## config.mk

```make
export PLATFORM = sky130hd
export DESIGN_NAME = ibis_tmds_timing
export DESIGN_NICKNAME = d
export VERILOG_FILES = /design/src/rtl/ibis_tmds_timing.sv
export SDC_FILE = /design/constraint.sdc
export NUM_CORES = 1
export LEC_CHECK = 0
export ABC_AREA = 0
export BUFFER_PORTS_ARGS = -buffer_cell sky130_fd_sc_hd__buf_4
export CORE_AREA = 3 3 89 91
export CTS_BUF_LIST = sky130_fd_sc_hd__clkbuf_4
export CTS_CLUSTER_SIZE = 10
export DETAILED_ROUTE_END_ITERATION = 8
export DIE_AREA = 0 0 92 94
export GPL_ROUTABILITY_DRIVEN = 0
export PLACE_DENSITY = 0.84
export RECOVER_POWER = 50
export SLEW_MARGIN = 10
export SYNTH_ARGS = -nofsm -noshare
export SYNTH_HDL_FRONTEND = slang
export SYNTH_SLANG_ARGS = --single-unit
```

## constraint.sdc

```tcl
create_clock -name aclk -period 2 [get_ports aclk]
set_clock_uncertainty 0.1 [all_clocks]
set_input_delay 0.3 -clock aclk [delete_from_list [all_inputs] [get_ports aclk]]
set_output_delay 0.3 -clock aclk [all_outputs]
set_load 0.01 [all_outputs]
```

## src/rtl/ibis_tmds_timing.sv

```systemverilog
// ibis_tmds_timing: pixel-rate strobe, raster counters and pixel scheduling for three TMDS lanes.
// Optional macro IBIS_TMDS_TIMING_UNDERFLOW_COUNT_EN adds a saturating 16-bit underflow counter port.
module ibis_tmds_timing #(
  parameter int unsigned H_ACTIVE        = 640,
  parameter int unsigned H_FRONT         = 16,
  parameter int unsigned H_SYNC          = 96,
  parameter int unsigned H_BACK          = 48,
  parameter int unsigned V_ACTIVE        = 480,
  parameter int unsigned V_FRONT         = 10,
  parameter int unsigned V_SYNC          = 2,
  parameter int unsigned V_BACK          = 33,
  parameter int unsigned SYNC_POL        = 0,
  parameter logic [23:0] UNDERFLOW_COLOR = 24'hFF00FF,
  localparam int unsigned H_TOTAL = H_ACTIVE + H_FRONT + H_SYNC + H_BACK,
  localparam int unsigned V_TOTAL = V_ACTIVE + V_FRONT + V_SYNC + V_BACK,
  localparam int unsigned HW      = $clog2(H_TOTAL),
  localparam int unsigned VW      = $clog2(V_TOTAL)
) (
  input  logic          aclk,
  input  logic          areset,
  input  logic          in_run,
  input  logic          in_clear_status,
  input  logic          in_pixel_valid,
  input  logic [23:0]   in_pixel_data,
  output logic          out_pixel_ready,
  output logic          out_tmds_enable,
  output logic          out_pixel_strobe,
  output logic          out_data_enable,
  output logic [1:0]    out_control0,
  output logic [23:0]   out_data,
  output logic [HW-1:0] out_x,
  output logic [VW-1:0] out_y,
  output logic          out_frame_start,
  output logic          out_underflow
`ifdef IBIS_TMDS_TIMING_UNDERFLOW_COUNT_EN
  ,
  output logic [15:0]   out_underflow_count
`endif
);

  typedef enum logic [1:0] {IDLE, RUN, STOP_PENDING} state_t;

  localparam logic [HW-1:0] H_LAST  = HW'(H_TOTAL - 1);
  localparam logic [VW-1:0] V_LAST  = VW'(V_TOTAL - 1);
  localparam logic          SYNC_ON = (SYNC_POL != 0);

  state_t        state;
  logic [3:0]    phase;
  logic [HW-1:0] nx_h;
  logic [VW-1:0] nx_v;

  logic running, strobe, at_origin, go_idle;
  logic load_active, load_hsync, load_vsync, underflow_evt;

  function automatic logic in_range(input int unsigned p, input int unsigned lo,
                                    input int unsigned hi);
    return (p >= lo) && (p < hi);
  endfunction

  always_comb begin
    running       = (state != IDLE);
    strobe        = running && (phase == 4'd9);
    at_origin     = (nx_h == '0) && (nx_v == '0);
    // Stopping is only allowed on the strobe that would start a new frame.
    go_idle       = strobe && (state == STOP_PENDING) && !in_run && at_origin;
    load_active   = in_range(32'(nx_h), 0, H_ACTIVE) && in_range(32'(nx_v), 0, V_ACTIVE);
    load_hsync    = in_range(32'(nx_h), H_ACTIVE + H_FRONT, H_ACTIVE + H_FRONT + H_SYNC);
    load_vsync    = in_range(32'(nx_v), V_ACTIVE + V_FRONT, V_ACTIVE + V_FRONT + V_SYNC);
    out_pixel_ready  = strobe && load_active && !go_idle;
    out_pixel_strobe = strobe;
    out_tmds_enable  = running;
    underflow_evt    = out_pixel_ready && !in_pixel_valid;
  end

  always_ff @(posedge aclk) begin
    if (areset) begin
      state           <= IDLE;
      phase           <= '0;
      nx_h            <= '0;
      nx_v            <= '0;
      out_x           <= '0;
      out_y           <= '0;
      out_data_enable <= 1'b0;
      out_frame_start <= 1'b0;
      out_control0    <= {2{~SYNC_ON}};
      out_data        <= '0;
      out_underflow   <= 1'b0;
    end else begin
      if (in_clear_status) out_underflow <= 1'b0;
      if (underflow_evt)   out_underflow <= 1'b1;

      unique case (state)
        IDLE: begin
          if (in_run) begin
            state <= RUN;
            phase <= '0;
            nx_h  <= '0;
            nx_v  <= '0;
          end
        end
        RUN, STOP_PENDING: begin
          phase <= (phase == 4'd9) ? '0 : phase + 4'd1;
          if (go_idle) begin
            state           <= IDLE;
            out_x           <= '0;
            out_y           <= '0;
            out_data_enable <= 1'b0;
            out_frame_start <= 1'b0;
            out_control0    <= {2{~SYNC_ON}};
            out_data        <= '0;
          end else begin
            state <= in_run ? RUN : STOP_PENDING;
            if (strobe) begin
              out_x           <= nx_h;
              out_y           <= nx_v;
              out_frame_start <= at_origin;
              out_data_enable <= load_active;
              out_control0    <= {load_vsync ? SYNC_ON : ~SYNC_ON,
                                  load_hsync ? SYNC_ON : ~SYNC_ON};
              if (!load_active)        out_data <= '0;
              else if (in_pixel_valid) out_data <= in_pixel_data;
              else                     out_data <= UNDERFLOW_COLOR;
              if (nx_h == H_LAST) begin
                nx_h <= '0;
                nx_v <= (nx_v == V_LAST) ? '0 : nx_v + 1'b1;
              end else begin
                nx_h <= nx_h + 1'b1;
              end
            end
          end
        end
        default: state <= IDLE;
      endcase
    end
  end

`ifdef IBIS_TMDS_TIMING_UNDERFLOW_COUNT_EN
  always_ff @(posedge aclk) begin
    if (areset)
      out_underflow_count <= '0;
    else if (in_clear_status)
      out_underflow_count <= underflow_evt ? 16'd1 : 16'd0;
    else if (underflow_evt && (out_underflow_count != '1))
      out_underflow_count <= out_underflow_count + 16'd1;
  end
`endif

endmodule

```

Yosys cells after proc, flatten, opt, wreduce, memory -nomap -nowiden

Cells that the tools add are included.

Output and inout port bits: 52
Bits in registers: 75
Bits of input ports: 29

$lt $le $gt $ge: 6
Equality and inequality tests: 9
Reduce and logical (&&, ||, !) cells: 26
Multiplexer cells: 35
Add/subtract/negate cells: 3

Operator list:

| operator              | number |
|---|---|
| $mux 10               | 12 |
| $mux 24               | 4 |
| $pmux 10 s2           | 2 |
| $add 10x1->10 const B | 2 |
| $eq 10x10->1 const B  | 2 |
| $logic_not 10->1      | 2 |
| $lt 10x10->1 const B  | 2 |
| $lt 10x9->1 const B   | 2 |
| $logic_and 1x1->1     | 11 |
| $ge 10x10->1 const B  | 1 |
| $ge 10x9->1 const B   | 1 |
| $mux 2                | 5 |
| $mux 1                | 8 |
| $mux 4                | 2 |
| $ne 2x2->1 const B    | 4 |
| $pmux 4 s2            | 1 |
| $reduce_bool 2->1     | 4 |
| $reduce_and 5->1      | 1 |
| $add 4x1->4 const B   | 1 |
| $eq 4x4->1 const B    | 1 |
| $pmux 2 s2            | 1 |
| $reduce_and 2->1      | 2 |
| $reduce_and 4->1      | 1 |
| $logic_not 1->1       | 3 |
| other kinds (4)       | 4 |

Logic depth before layout (Yosys ltp)

Depth after elaboration: 9
Gate-level depth with buffers: 10

Worst setup path after synthesis

OpenSTA, ideal clock, no wires.

Kind: flip-flop to flip-flop
From: register state[1]
To: register out_control0[0]
Setup time: 129 ps
Setup slack: -6 ps
Data arrival time: 1777 ps
Period minus slack after synthesis: 2006 ps
Cell stages (with the launch flop): 10
Path through: dfxtp_1 > inv_1 > ha_1 > buf_2 > nor2b_1 > and2_1 > clkbuf_1 > nand3_1 > o32ai_1 > nand2_1

Longest elaborated chain between the ends: 7
Elaborated cells between the ends (all ways): 11
Classes of those cells: 2 x eq/ne; 1 x mux; 8 x reduce/logical

RTL lines:

| item                               | RTL line | RTL |
|---|---|---|
| start: declaration                 | 47       | `state_t state;` |
| start signal: assignment           | 112      | `state <= in_run ? RUN : STOP_PENDING;` |
| $reduce_bool 2->1                  | 61       | `running = (state != IDLE);` |
| $logic_and 1x1->1                  | 62       | `strobe = running && (phase == 4'd9);` |
| $logic_and 1x1->1 (3 in series)    | 65       | `go_idle = strobe && (state == STOP_PENDING) && !in_run && at_origin;` |
| $reduce_bool 2->1 (no source line) | --       |  |
| $reduce_and 2->1 (no source line)  | --       |  |
| end signal: assignment             | 85       | `out_control0 <= {2{~SYNC_ON}};` |
| end signal: assignment             | 109      | `out_control0 <= {2{~SYNC_ON}};` |
| end signal: assignment             | 118      | `out_control0 <= {load_vsync ? SYNC_ON : ~SYNC_ON,` |
| end: declaration                   | 29       | `output logic [1:0] out_control0,` |

Several ways; a longest one is shown, not always the timed one.
A chain may end at the register's enable or synchronous reset.

Worst setup path after layout

From: register nx_v[4]
To: output port out_pixel_ready

Longest elaborated chain between the ends: 5
Elaborated cells between the ends (all ways): 8
Classes of those cells: 1 x order compare; 7 x reduce/logical

RTL lines:

| item                                                                | RTL line | RTL |
|---|---|---|
| start: declaration                                                  | 50       | `logic [VW-1:0] nx_v;` |
| start signal: assignment                                            | 125      | `nx_v <= (nx_v == V_LAST) ? '0 : nx_v + 1'b1;` |
| parallel branches: the longest is 4 deep, another holds $lt 10x9->1 | --       |  |
| $logic_and 1x1->1 (*)                                               | 69       | `out_pixel_ready = strobe && load_active && !go_idle;` |
| end: declaration                                                    | 25       | `output logic out_pixel_ready,` |

Every way passes the cells marked *.

==> results_tabular.tex <==
\begin{tabular}{lr}
\hline
Metric & Value \\
\hline
\multicolumn{2}{l}{\textbf{GRT}} \\
\quad Initial antenna violation count & 0 \\
\quad Global-route track usage on met3 & 5.53\% \\
\quad Maximum number of pins on one net before global-route repair & 41 \\
\quad Global-route wire length before repair & 16500 um \\
\quad Met2 usage in global routing & 40.9\% \\
\quad GRT Max-Usage Layer & met2 \\
\quad Vias in the first global route & 3529 \\
\quad Met1 global-route usage & 28.5\% \\
\quad Aggregate global-route resource usage & 23.7\% \\
\quad Global-route congestion overflow total & 0 \\
\multicolumn{2}{l}{\textbf{Detailed routing}} \\
\quad Total number of vias & 3972 \\
\quad DRC errors left & 0 \\
\quad Routed wire length & 11500 um \\
\quad Violation count after the first detailed-route iteration & 236 \\
\quad Pre-antenna DRT Iters & 6 \\
\quad Number of routed nets with antenna violations & 0 \\
\quad DR vias/cell & 5.83 \\
\quad Routed wirelength normalized by instance count & 16.9 um \\
\multicolumn{2}{l}{\textbf{Critical path}} \\
\quad Critical path capture point type & output pin \\
\quad Reg-to-Reg Start & state[1]\$\_SDFFE\_PP0P\_ \\
\quad Element type at the critical path start & flop \\
\quad Type of the worst setup path & reg2out \\
\quad Critical path required time & 1.60 ns \\
\quad Worst reg2reg setup slack & -0.15 ns \\
\quad Max FO, Critical Path & 3 \\
\quad Cells on worst reg2reg path & 9 \\
\quad Crit path arrival time & 1.77 ns \\
\quad Endpoint of the lowest-slack register-to-register path & out\_control0[0]\$\_SDFFE\_PP1P\_ \\
\multicolumn{2}{l}{\textbf{Hold path}} \\
\quad Hold Crit Class & in2reg \\
\quad Endpoint of the worst hold-timing path & out\_data[18]\$\_SDFFE\_PP0P\_ \\
\quad Worst Hold Depth & 3 \\
\quad Worst hold start & in\_pixel\_data[18] \\
\multicolumn{2}{l}{\textbf{Placement}} \\
\quad Buffers on Ports & 80 \\
\quad Detail Placement HPWL & 7160 um \\
\quad Area after detailed placement & 0.00448 mm2 \\
\multicolumn{2}{l}{\textbf{Power and ir drop}} \\
\quad Worst voltage drop across the vdd grid & 0.431 mV \\
\quad Power per Cell Area & 565 mW/mm2 \\
\quad Sequential share of power & 53.9\% \\
\quad Leakage power summed over all cells & 1.86 nW \\
\quad Pint & 0.00194 W \\
\quad Clock share of power & 33.0\% \\
\quad Power share of the combinational group & 13.0\% \\
\quad Net switching fraction of the power & 30.3\% \\
\quad Net switching power & 0.000843 W \\
\multicolumn{2}{l}{\textbf{Logic synthesis}} \\
\quad Post-synthesis net count & 479 \\
\quad Flip-flop and latch count after synthesis & 75 \\
\quad Cell taking the most area after synthesis & dfxtp\_1 \\
\quad Cell Area, Synth & 0.00353 mm2 \\
\quad Synthesized instance count & 443 \\
\quad Top cells by area, synth & dfxtp\_1 (43\%), nand2\_1 (8.8\%), a21oi\_1 (5.0\%) \\
\quad Number of flops mapped to enable cells by yosys & 0 \\
\quad Top FF cell, synth & dfxtp\_1 \\
\quad Count of synthesis-stage warnings from yosys & 0 \\
\quad Mean Syn Cell Area & 7.97 um2 \\
\quad Number of unique standard cell types used by synthesis & 53 \\
\quad Fraction of post-synthesis cell area in the top cell type by area & 42.5\% \\
\quad Sequential element share of the synthesized area & 42.5\% \\
\quad Async set-reset flop share out of synthesis & 0\% \\
\multicolumn{2}{l}{\textbf{Die}} \\
\quad Horizontal die dimension & 92 um \\
\quad I/O pin total & 81 \\
\quad Core area & 0.00721 mm2 \\
\quad Effective utilization at floorplan & 48.9\% \\
\quad Die H & 94 um \\
\quad Die outline area & 0.00865 mm2 \\
\quad Cell Rows & 31 \\
\multicolumn{2}{l}{\textbf{Outcome}} \\
\quad Failing checks & negative hold slack, negative setup slack \\
\quad Outcome & finished, violations left \\
\multicolumn{2}{l}{\textbf{Timing}} \\
\quad Slew margin rel. & 62.5\% \\
\quad Fmax & 462 MHz \\
\quad Final slew viol count & 0 \\
\quad RSZ-0062 raised after global routing & true \\
\quad Transition time at the pin with the least slew margin & 0.563 ns \\
\quad Final count of negative-setup-slack endpoints & 10 \\
\quad Worst-case setup margin in the final layout & -0.167 ns \\
\quad Final Hold Viols & 1 \\
\quad Final clock period utilization by the worst path & 108\% \\
\quad Worst Hold Slack & -0.00962 ns \\
\quad Clock period minus final worst setup slack & 2.17 ns \\
\multicolumn{2}{l}{\textbf{Clock network}} \\
\quad Number of buffers created by CTS & 9 \\
\quad Worst-skew pair later-pin latency & 0.46 ns \\
\quad Clock Path Buffers & 2 \\
\quad Total number of H-tree levels & 3 \\
\quad Num Clock Sinks & 75 \\
\quad CTS Root Cell & clkbuf\_4 \\
\quad CTS clock-pin slew for the worst setup and hold paths & 0.15 ns \\
\quad TritonCTS clock tree & done \\
\multicolumn{2}{l}{\textbf{Final layout}} \\
\quad Diode insertion count for antenna repair & 0 \\
\quad Layout-stage area growth over the synthesis result & 39.6\% \\
\quad Layout Nets & 613 \\
\quad Fraction of layout cells with a size suffix above 1 & 29.2\% \\
\quad Fin area & 0.00493 mm2 \\
\quad Number of fill cells & 586 \\
\multicolumn{2}{l}{\textbf{Flow run}} \\
\quad Max Cap Violations & 0 \\
\hline
\end{tabular}
==> worst max-delay path by stage <==
stage	start	to	cells past startpoint
floorplan	state[1]$_SDFFE_PP0P_	out_data[16]$_SDFFE_PP0P_	9
CTS	nx_h[1]$_SDFFE_PP0P_	out_pixel_ready	7
finish	nx_v[4]$_SDFFE_PP0P_	out_pixel_ready	5
global route	state[1]$_SDFFE_PP0P_	out_control0[0]$_SDFFE_PP1P_	9
detailed placement	state[0]$_SDFFE_PP0P_	out_data[22]$_SDFFE_PP0P_	7
global placement	state[0]$_SDFFE_PP0P_	nx_v[9]$_SDFFE_PP0P_	7
==> timing repair <==
action | in CTS | in global routing
pin swaps | 4 | 10
cloned | 0 | 0
endpoints found under the hold margin | 8 | 1
resized for setup | 23 | 52
setup endpoints to repair | 34 | 51
hold buffers | 8 | 1
buffers inserted | 6 | 14
==> state kept, by name, summed over array words and instances (netlist names) <==
name and count:
nx_h 10, out_frame_start 1, out_underflow 1, out_data 24, phase 4, nx_v 10, out_x 10, out_y 10
state 2, out_data_enable 1, out_control0 2
==> cells in the mapped netlist (7+ instances only) <==
library cell,n
o21ai_0,25
dfxtp_1,75
nand3_1,20
o311ai_1,7
nand4_1,14
nor3_1,8
nor2b_1,21
clkbuf_1,20
a21oi_1,35
nor2_1,26
nand2_1,83
ha_1,7
inv_1,12
==> stage by stage <==
step	worst slack (ns)	setup TNS (ns)	cells	util [%]	total power, W
global placement	-0.0914	-0.629	638	62.1	0.00181
finish	-0.167	-0.504	681	68.3	0.00279
floorplan	0.000467	0	443	-	0.00169
CTS	-0.175	-0.747	668	66.6	0.00273
detailed placement	-0.163	-2.57	638	62.1	0.00181
global route	-0.248	-2.26	681	68.3	0.00287
==> worst max-delay path, stage by stage, from the launching register on <==
cell and delay (ns):
dfxtp_1 0.37, nor4_4 0.33, nand4_1 0.25, nor2_4 0.19, nor2_2 0.05, buf_6 0.11
==> layout by cell type (no fill, tap or decap), drive strengths merged, types with 5 or more instances in the layout <==
cell type / count
nand3: 20
o21ai: 32
clkbuf: 60
nor2: 27
o311ai: 8
dlygate4sd3: 9
nand4: 14
and3: 6
or3: 5
a21oi: 35
dfxtp: 75
nand2: 84
buf: 93
nor2b: 21
ha: 7
nand2b: 6
inv: 15
nor3: 10
==> layout make-up <==
type	count	area, um2	share of cell area (%)
well taps	99	124	2.51
multi-input cells	326	2100	42.5
clock buffers	9	67.6	1.37
repair buffers	153	1010	20.6
clock inverters	7	60.1	1.22
inverters	12	48.8	0.991
flip-flops and latches	75	1520	30.8
==> kinds of logic after synthesis <==
logic type / synth area share, %
AND/OR/NAND/NOR: 30.7
AO/OA/AOI/OAI: 18.9
flip-flops: 42.5
buffers and inverters: 5.03
adder cells (fa/ha/maj): 2.48
multiplexers: 0.284
==> power groups by stage <==
stage / Combinational, W / Clock [W] / Sequential, W
6_report: 0.000363 / 0.000920 / 0.00150
5_1_grt: 0.000386 / 0.000986 / 0.00150
4_1_cts: 0.000308 / 0.000914 / 0.00150
3_5_place_dp: 0.000280 / 0 / 0.00153
3_3_place_gp: 0.000274 / 0 / 0.00153
2_1_floorplan: 0.000153 / 0 / 0.00154
==> layer usage <==
| layer | part of all wire [%] | routed length (um) |
|---|---|---|
| met5 | 0 | 0 |
| met4 | 3.4 | 388 |
| met3 | 7.5 | 868 |
| met2 | 50 | 5780 |
| met1 | 39 | 4500 |
Power figures use the tool's default switching activity.
